[src/rtl/pipe_hazard_ctrl.sv]
// Stall/flush controller for the 5-stage pipeline, including the shared-memory port arbiter with a timeout watchdog.
// Define PIPE_PERF_CNT_EN to build the stall/flush performance counters.
module pipe_hazard_ctrl #(
    parameter int TIMEOUT = 16,
    parameter int CNT_W   = 32
) (
    input  logic             clk,
    input  logic             rst,
    input  logic [4:0]       id_rs1,
    input  logic [4:0]       id_rs2,
    input  logic [4:0]       ex_rd,
    input  logic             ex_mem_read,
    input  logic             ex_branch_taken,
    input  logic             mem_req,
    input  logic             mem_ready,
    output logic             mem_sel,
    output logic             pc_en,
    output logic             pc_sel,
    output logic             if_id_en,
    output logic             if_id_flush,
    output logic             id_ex_en,
    output logic             id_ex_flush,
    output logic             ex_mem_en,
    output logic             mem_wb_flush,
    output logic             mem_err,
    output logic             err_sticky,
    output logic [CNT_W-1:0] stall_cnt,
    output logic [CNT_W-1:0] flush_cnt
);

    typedef enum logic {
        S_FETCH = 1'b0,
        S_DATA  = 1'b1
    } state_t;

    state_t     state;
    state_t     state_nxt;
    logic [7:0] tcnt;
    logic       luse;
    logic       tmo_hit;
    logic       data_done;
    logic       err_pulse;

    assign luse      = ex_mem_read && (ex_rd != 5'd0) &&
                       ((ex_rd == id_rs1) || (ex_rd == id_rs2));
    assign tmo_hit   = (tcnt == 8'(TIMEOUT - 1));
    assign data_done = (state == S_DATA) && (mem_ready || tmo_hit);
    // A watchdog expiry only counts as an error if memory did not answer in the same cycle.
    assign err_pulse = (state == S_DATA) && !mem_ready && tmo_hit;
    assign mem_sel   = (state == S_DATA);

    always_ff @(posedge clk) begin
        if (rst) begin
            state      <= S_FETCH;
            tcnt       <= 8'd0;
            mem_err    <= 1'b0;
            err_sticky <= 1'b0;
        end else begin
            state <= state_nxt;
            if ((state == S_FETCH) && mem_req)
                tcnt <= 8'd0;
            else if (state == S_DATA)
                tcnt <= tcnt + 8'd1;
            mem_err    <= err_pulse;
            err_sticky <= err_sticky | err_pulse;
        end
    end

    always_comb begin
        state_nxt    = state;
        pc_en        = 1'b1;
        pc_sel       = 1'b0;
        if_id_en     = 1'b1;
        if_id_flush  = 1'b0;
        id_ex_en     = 1'b1;
        id_ex_flush  = 1'b0;
        ex_mem_en    = 1'b1;
        mem_wb_flush = 1'b0;
        if (rst) begin
            state_nxt = S_FETCH;
            pc_en     = 1'b0;
            if_id_en  = 1'b0;
            id_ex_en  = 1'b0;
            ex_mem_en = 1'b0;
        end else if (((state == S_FETCH) && mem_req) ||
                     ((state == S_DATA) && !data_done)) begin
            // Whole pipe holds while the port is (or is about to be) owned by data access.
            if (state == S_FETCH)
                state_nxt = S_DATA;
            pc_en        = 1'b0;
            if_id_en     = 1'b0;
            id_ex_en     = 1'b0;
            ex_mem_en    = 1'b0;
            mem_wb_flush = 1'b1;
        end else if (data_done) begin
            state_nxt   = S_FETCH;
            if_id_flush = 1'b1;
            if (ex_branch_taken) begin
                pc_en       = 1'b1;
                pc_sel      = 1'b1;
                id_ex_flush = 1'b1;
            end else begin
                pc_en = 1'b0;
            end
        end else if (ex_branch_taken) begin
            pc_sel      = 1'b1;
            if_id_flush = 1'b1;
            id_ex_flush = 1'b1;
        end else if (luse) begin
            pc_en       = 1'b0;
            if_id_en    = 1'b0;
            id_ex_flush = 1'b1;
        end
    end

`ifdef PIPE_PERF_CNT_EN
    logic [CNT_W-1:0] stall_q;
    logic [CNT_W-1:0] flush_q;

    always_ff @(posedge clk) begin
        if (rst) begin
            stall_q <= '0;
            flush_q <= '0;
        end else begin
            if (!pc_en)
                stall_q <= stall_q + CNT_W'(1);
            if (pc_sel)
                flush_q <= flush_q + CNT_W'(1);
        end
    end

    assign stall_cnt = stall_q;
    assign flush_cnt = flush_q;
`else
    assign stall_cnt = '0;
    assign flush_cnt = '0;
`endif

endmodule

[config.mk]
export PLATFORM = sky130hd
export DESIGN_NAME = pipe_hazard_ctrl
export DESIGN_NICKNAME = d
export VERILOG_FILES = /design/src/rtl/pipe_hazard_ctrl.sv
export SDC_FILE = /design/constraint.sdc
export NUM_CORES = 1
export LEC_CHECK = 0
export BUFFER_PORTS_ARGS = -buffer_cell sky130_fd_sc_hd__buf_2
export CORE_AREA = 3 3 70 53
export DETAILED_ROUTE_END_ITERATION = 8
export DIE_AREA = 0 0 73 56
export PLACE_DENSITY = 0.78
export SLEW_MARGIN = 20
export SYNTH_ARGS = -nofsm -noshare
export SYNTH_HDL_FRONTEND = slang
export SYNTH_SLANG_ARGS = --single-unit
[constraint.sdc]
create_clock -name clk -period 2.48 [get_ports clk]
set_clock_uncertainty 0.15 [all_clocks]
set_input_delay 0.496 -clock clk [delete_from_list [all_inputs] [get_ports clk]]
set_output_delay 0.496 -clock clk [all_outputs]
set_load 0.02 [all_outputs]
-- Word-level counts from Yosys, hierarchy flattened
Index checks and enable logic that the tools add are counted.
- register bits: 11
- bits in latches: 0
- RAM bits: 0
- bits in read-only memories: 0
- input bits: 21
- output and inout bits: 75
- logic and storage cells: 50
- memories kept: 0
- $add $sub $neg: 1
- multipliers: 0
- divide/modulo/power cells: 0
- order comparisons: 0
- equality and inequality tests: 3
- shift-type cells: 0
- muxes and demuxes: 25
- bitwise logic cells: 2
- reduce and logical (&&, ||, !) cells: 15
- operator list (kind ; count):
    1-bit two-way mux ; 25
    5-bit == test ; 2
    8-bit by 1-bit adder with 8-bit output, second input constant ; 1
    8-bit by 4-bit == test with 1-bit output, second input constant ; 1
    1-bit logical AND ; 7
    5-bit nonzero test ; 1
    1-bit logical OR ; 3
    1-bit zero test ; 2
    2-bit nonzero test ; 1
    2-bit OR reduction ; 1
    1-bit NOT ; 1
    1-bit OR ; 1

-- Longest topological paths before layout
Gate-level depths: netlist (run 1).
- depth in word-level cells: 8
- gate-level depth with buffers: 6
- gate-level depth less buffers: 6

-- Least setup slack after synthesis (run 1)
No wires, ideal clock.
- kind: input-to-output
- start point: input ex_rd[1]
- end point: output pc_en
- data arrival time: 1652 ps
- required time: 1834 ps
- path slack: 182 ps
- stages on the path: 4
- path buffers: 0
- cells stage by stage: or4_1 -> o21ai_2 -> nor2_1 -> a221oi_2
- cells in the longest elaborated chain, start to end: 8
- elaborated cells on any way between the ends: 11
- those cells by class: eq/ne: 2; mux: 5; reduce/logical: 4
- ends and longest elaborated chain (item ; line ; source):
    from (decl) ; 11 ; input logic [4:0] ex_rd,
    5-bit == test / 5-bit nonzero test (equally long branches) ; 45, 44 ;
    1-bit logical OR / 1-bit logical AND (equally long branches) ; 45, 44 ;
    1-bit logical AND * ; 44 ; assign luse = ex_mem_read && (ex_rd != 5'd0) &&
    1-bit two-way mux * ; 109 ; end else if (luse) begin
    1-bit two-way mux * ; 105 ; end else if (ex_branch_taken) begin
    1-bit two-way mux * ; 95 ; end else if (data_done) begin
    1-bit two-way mux * ; 85 ; end else if (((state == S_FETCH) && mem_req) ||
    1-bit two-way mux * ; 79 ; if (rst) begin
    to (decl) ; 17 ; output logic pc_en,
Mark *: on every way between the ends. The rest lies on a longest branch, timed or not.

-- Final worst setup path (run 1)
Ends and elaborated chain as after synthesis.

==> results of run 1 <==
timing repair:
action	in CTS	in global routing
setup buffers	0	1
gates resized for setup	0	3
hold buffers	0	0
setup endpoints to repair	0	3
path summary, 6_finish.rpt:
kind | slack [ns] | cells after the start | startpoint | to
worst min register to register | 0.29 | 2 | err_sticky$_SDFF_PP0_ | err_sticky$_SDFF_PP0_
worst max-delay path | 0.07 | 6 | ex_rd[1] | pc_en
worst min-delay path | 0.29 | 2 | err_sticky$_SDFF_PP0_ | err_sticky$_SDFF_PP0_
worst max register to register | 0.96 | 4 | tcnt[4]$_SDFFE_PP0P_ | mem_sel$_SDFFE_PP0P_
cell type report:
| class | count | area, sq um | share of cell area (%) |
|---|---|---|---|
| Clock buffer | 4 | 45.0 | 3.78 |
| Multi-Input combinational cell | 128 | 678 | 56.9 |
| Sequential cell | 11 | 221 | 18.6 |
| Tap cell | 38 | 47.5 | 3.99 |
| Timing Repair Buffer | 35 | 188 | 15.7 |
| Inverter | 3 | 12.5 | 1.05 |
power by group:
part / leakage, nW / switching (mW) / internal (mW)
Sequential: 0.0895 / 0.00136 / 0.180
Clock: 0.0228 / 0.0652 / 0.113
Combinational: 0.528 / 0.140 / 0.0487
worst max-delay path, stage by stage:
cell and delay, ns:
buf_2 0.10, or4_4 0.52, o21ai_2 0.18, nor2_1 0.07, a221oi_2 0.21, buf_4 0.18
synth_stat cells:
cell and n:
nand2b_1 1, conb_1 1, clkinv_2 1, or4_1 1, nor3_1 2, or4_4 1
buf_4 65, and2b_2 1, xor2_1 6, or2b_2 1, o21ai_4 1, a221oi_2 1
a22o_1 1, xnor2_1 11, nor2_1 14, dfxtp_1 11, inv_1 2, nand2b_4 1
and3_1 2, clkbuf_8 2, a21oi_1 4, mux2i_1 1, nand2_1 6, nand4_1 3
ha_1 1, o22ai_1 1, o21ai_2 1, nand3_1 3
registers in the layout (all words and copies together), names as in the netlist:
name / flops
tcnt: 8
mem_sel: 1
err_sticky: 1
mem_err: 1
metrics by stage:
step / hold WS, ns / power, mW / worst slack (ns) / cell area (sq um) / cells
detailed placement: 0.292 / 0.368 / 0.0453 / 1130 / 214
global route: 0.325 / 0.579 / 0.00153 / 1190 / 219
finish: 0.294 / 0.547 / 0.0708 / 1190 / 219
global placement: 0.283 / 0.367 / 0.0511 / 1130 / 214
CTS: 0.301 / 0.547 / 0.0387 / 1180 / 218
floorplan: 0.330 / 0.412 / 0.182 / 1420 / 209
cells by family (layout without fill, tap and decap cells):
| group | count (synthesis) | after routing | share of synthesized area [%] |
|---|---|---|---|
| xor+xnor | 17 | 17 | 12.6 |
| mux | 1 | 1 | 0.844 |
| compound gates | 9 | 9 | 6.33 |
| buf+inv | 70 | 42 | 44.5 |
| simple gates | 36 | 36 | 15.8 |
| other cells | 1 | 64 | 0.316 |
| flops | 11 | 11 | 18.6 |
| fa+ha+maj | 1 | 1 | 1.05 |
routing by layer:
metal	GRT usage, %	vias up	part of all wire, %
met5	0	-	0
met4	2.37	0	0.58
met3	1.62	2	9.2
met2	12.7	35	54
met1	8.25	349	36
li1	-	406	-
==> results.cfg, run 1 <==
[outcome]
status = completed

[worst_setup_path]
critPathLaunchType = primary input
cp_max_fo = 3
required_ns = 1.83
worstSetupEndpointType = output pin
arrival_ns = 1.76
path_class = in -> out

[placed_design]
io_buffers = 31
hpwl_mm = 1.52
gp_congestion = 0.792

[route]
first_iter_violations = 27
wl_mm = 1.73
drc = 0
routedWlPerCell_um = 7.89
via_count = 792
vias_per_cell = 3.62
first_pass_iters = 4
final_antenna_net_count = 0

[synthesis]
syn_avg_cell_area_sq_um = 8.12
synth_top_area_cell = buf_4
yosysUniqueCellTypes = 28
ys_seq_area_share_pct = 18.6
synth_area_sq_um = 1190
synth_top_area_share_pct = 41.1
synth_area_leaders = buf_4 41%, dfxtp_1 19%, xnor2_1 8.1%, nor2_1 4.4%, xor2_1 4.4%
synth-seq-cells = 11
syn_inst = 146
yosysWarnings = 0

[global_routing]
grt_pass1_vias = 618
antenna_found_initial = 0
overflow = 0
grt_util_all_layers_pct = 7.16
grt_max_degree = 13
grt_pass1_wl_mm = 2.44

[floorplanning]
ios = 96
core-area_sq_um = 3080
die-area_sq_um = 4090
die_x_um = 73
start_util_pct = 38.5
fp.dieH_um = 56
rows = 17

[pwr]
p_leak_nw = 0.640
peakVddDrop_uv = 172
pwr_density_cell_nw_per_um2 = 459

[job]
maxCapViolCount = 0

[finish]
fillerInstances = 319
area_delta_synth_final_pct = 0.527
drive_gt1_share_pct = 26.5
nNetsFinal = 204
final_common_cell = conb_1
post-route-util_pct = 38.7
final_cell_mix = 64 x conb_1, 30 x buf_2, 14 x nor2_1, 11 x xnor2_1, 10 x dfxtp_1
diodes = 0

[clock_tree]
cts.htree.levels = 1
cts.clk_slew.worst_paths_ns = 0.05
root_buffer = clkbuf_8
numCtsBuffers = 3
clockBufferDepth = 2
clock-sinks = 11
clk_latency_ns = 0.24
cts_tree = yes

[timing]
fin_setup_tns_ns = 0
timing.fmax_mhz = 415
final_max_slew_viol_count = 0
fin_crit_sh_pct = 97.1
min_period_ns = 2.41
hold_viol_final = 0
rsz0062_at_grt = no
setup_violations = 0

[worst_hold_path]
hp-class = reg -> reg
Note: power is estimated with default switching activity, not from simulation.
==> run 2: changes to the inputs <==
CTS_BUF_LIST = sky130_fd_sc_hd__clkbuf_8 sky130_fd_sc_hd__clkbuf_16   (was default)
==> run 2 against run 1 <==
Sequential cell count unchanged. Hold slack unchanged. Via count unchanged. Worst setup slack unchanged. Critical path depth unchanged. Utilization unchanged. Critical path type unchanged. Critical endpoint unchanged.
==> results.cfg, run 2 (synthesized netlist as in run 1, its figures left out) <==
[worst_setup_path]
path_class = in -> out
worstSetupEndpointType = output pin
cp_max_fo = 3
arrival_ns = 1.76
critPathLaunchType = primary input
required_ns = 1.83

[floorplanning]
ios = 96
die_x_um = 73
core-area_sq_um = 3080
start_util_pct = 38.5
die-area_sq_um = 4090
fp.dieH_um = 56
rows = 17

[timing]
hold_viol_final = 0
fin_crit_sh_pct = 97.1
final_max_slew_viol_count = 0
setup_violations = 0
fin_setup_tns_ns = 0
min_period_ns = 2.41
timing.fmax_mhz = 415
rsz0062_at_grt = no

[finish]
largest_register_ff_count = 8
final_common_cell = conb_1
final_cell_mix = 64 x conb_1, 30 x buf_2, 14 x nor2_1, 11 x xnor2_1, 10 x dfxtp_1
post-route-util_pct = 38.7
diodes = 0
layoutNonFillerInstCount = 219
nNetsFinal = 204
multi_input_area_sq_um = 678
fillerInstances = 319
regMostFlops = tcnt
seq_area_sq_um = 221
drive_gt1_share_pct = 26.5
area_delta_synth_final_pct = 0.527

[route]
wl_mm = 1.73
routedWlPerCell_um = 7.89
vias_per_cell = 3.62
first_pass_iters = 4
first_iter_violations = 27
final_antenna_net_count = 0
drc = 0
via_count = 792

[pwr]
peakVddDrop_uv = 172
p_leak_nw = 0.644
pwr_density_cell_nw_per_um2 = 456

[clock_tree]
cts.htree.levels = 1
holdBufCountCts = 0
root_buffer = clkbuf_8
numCtsBuffers = 3
cts.clk_slew.worst_paths_ns = 0.05
cts_tree = yes
clockBufferDepth = 2
clk_latency_ns = 0.24
clock-sinks = 11

[placed_design]
dp_cells = 214
io_buffers = 31
gp_congestion = 0.792
hpwl_mm = 1.52

[global_routing]
grt_max_degree = 13
grt_pass1_wl_mm = 2.44
overflow = 0
antenna_found_initial = 0
grt_util_all_layers_pct = 7.16
grt_pass1_vias = 618

[worst_hold_path]
hp-class = reg -> reg

[outcome]
status = completed

[job]
maxCapViolCount = 0
[run 2: per-layer routing]
layer | GRT usage, % | routed length [um] | up-vias
met5 | 0 | 0 | -
met4 | 2.37 | 10 | 0
met3 | 1.62 | 159 | 2
met2 | 12.7 | 928 | 35
met1 | 8.25 | 631 | 349
li1 | - | - | 406
[run 2: worst paths after layout]
kind / startpoint / endpoint / slack [ns] / depth (start not counted)
max: ex_rd[1] / pc_en / 0.07 / 6
min: err_sticky$_SDFF_PP0_ / err_sticky$_SDFF_PP0_ / 0.29 / 2
min reg2reg: err_sticky$_SDFF_PP0_ / err_sticky$_SDFF_PP0_ / 0.29 / 2
max reg2reg: tcnt[4]$_SDFFE_PP0P_ / mem_sel$_SDFFE_PP0P_ / 0.96 / 4
[run 2: what timing repair did]
action,CTS,global route
setup buffers,0,1
resized for setup,0,3
endpoints found under the setup margin,0,3
[run 2: worst max-delay path, stage by stage]
cell and delay [ns]:
buf_2 0.10, or4_4 0.52, o21ai_2 0.18, nor2_1 0.07, a221oi_2 0.21, buf_4 0.18
[run 2: cell type report]
class                           count  area share, %
Sequential cell                    11           18.6
Multi-Input combinational cell    128           56.9
Inverter                            3           1.05
Tap cell                           38           3.99
Timing Repair Buffer               35           15.7
Clock buffer                        3           3.46
Clock inverter                      1          0.315
[run 2: power by group]
| group | leakage, nW | total, mW | switching [mW] | internal (mW) |
|---|---|---|---|---|
| clock | 0.0269 | 0.174 | 0.0656 | 0.109 |
| combinational | 0.528 | 0.188 | 0.140 | 0.0487 |
| sequential | 0.0895 | 0.181 | 0.00136 | 0.180 |
[run 2: through the flow]
step                      instance area [sq um]  setup WS [ns]  hold WS, ns  power [mW]
after floorplan                            1420          0.182        0.330       0.412
final                                      1190         0.0708        0.294       0.543
after detailed placement                   1130         0.0453        0.292       0.368
after global routing                       1190        0.00153        0.325       0.575
after global placement                     1130         0.0511        0.283       0.367
after CTS                                  1180         0.0387        0.301       0.543
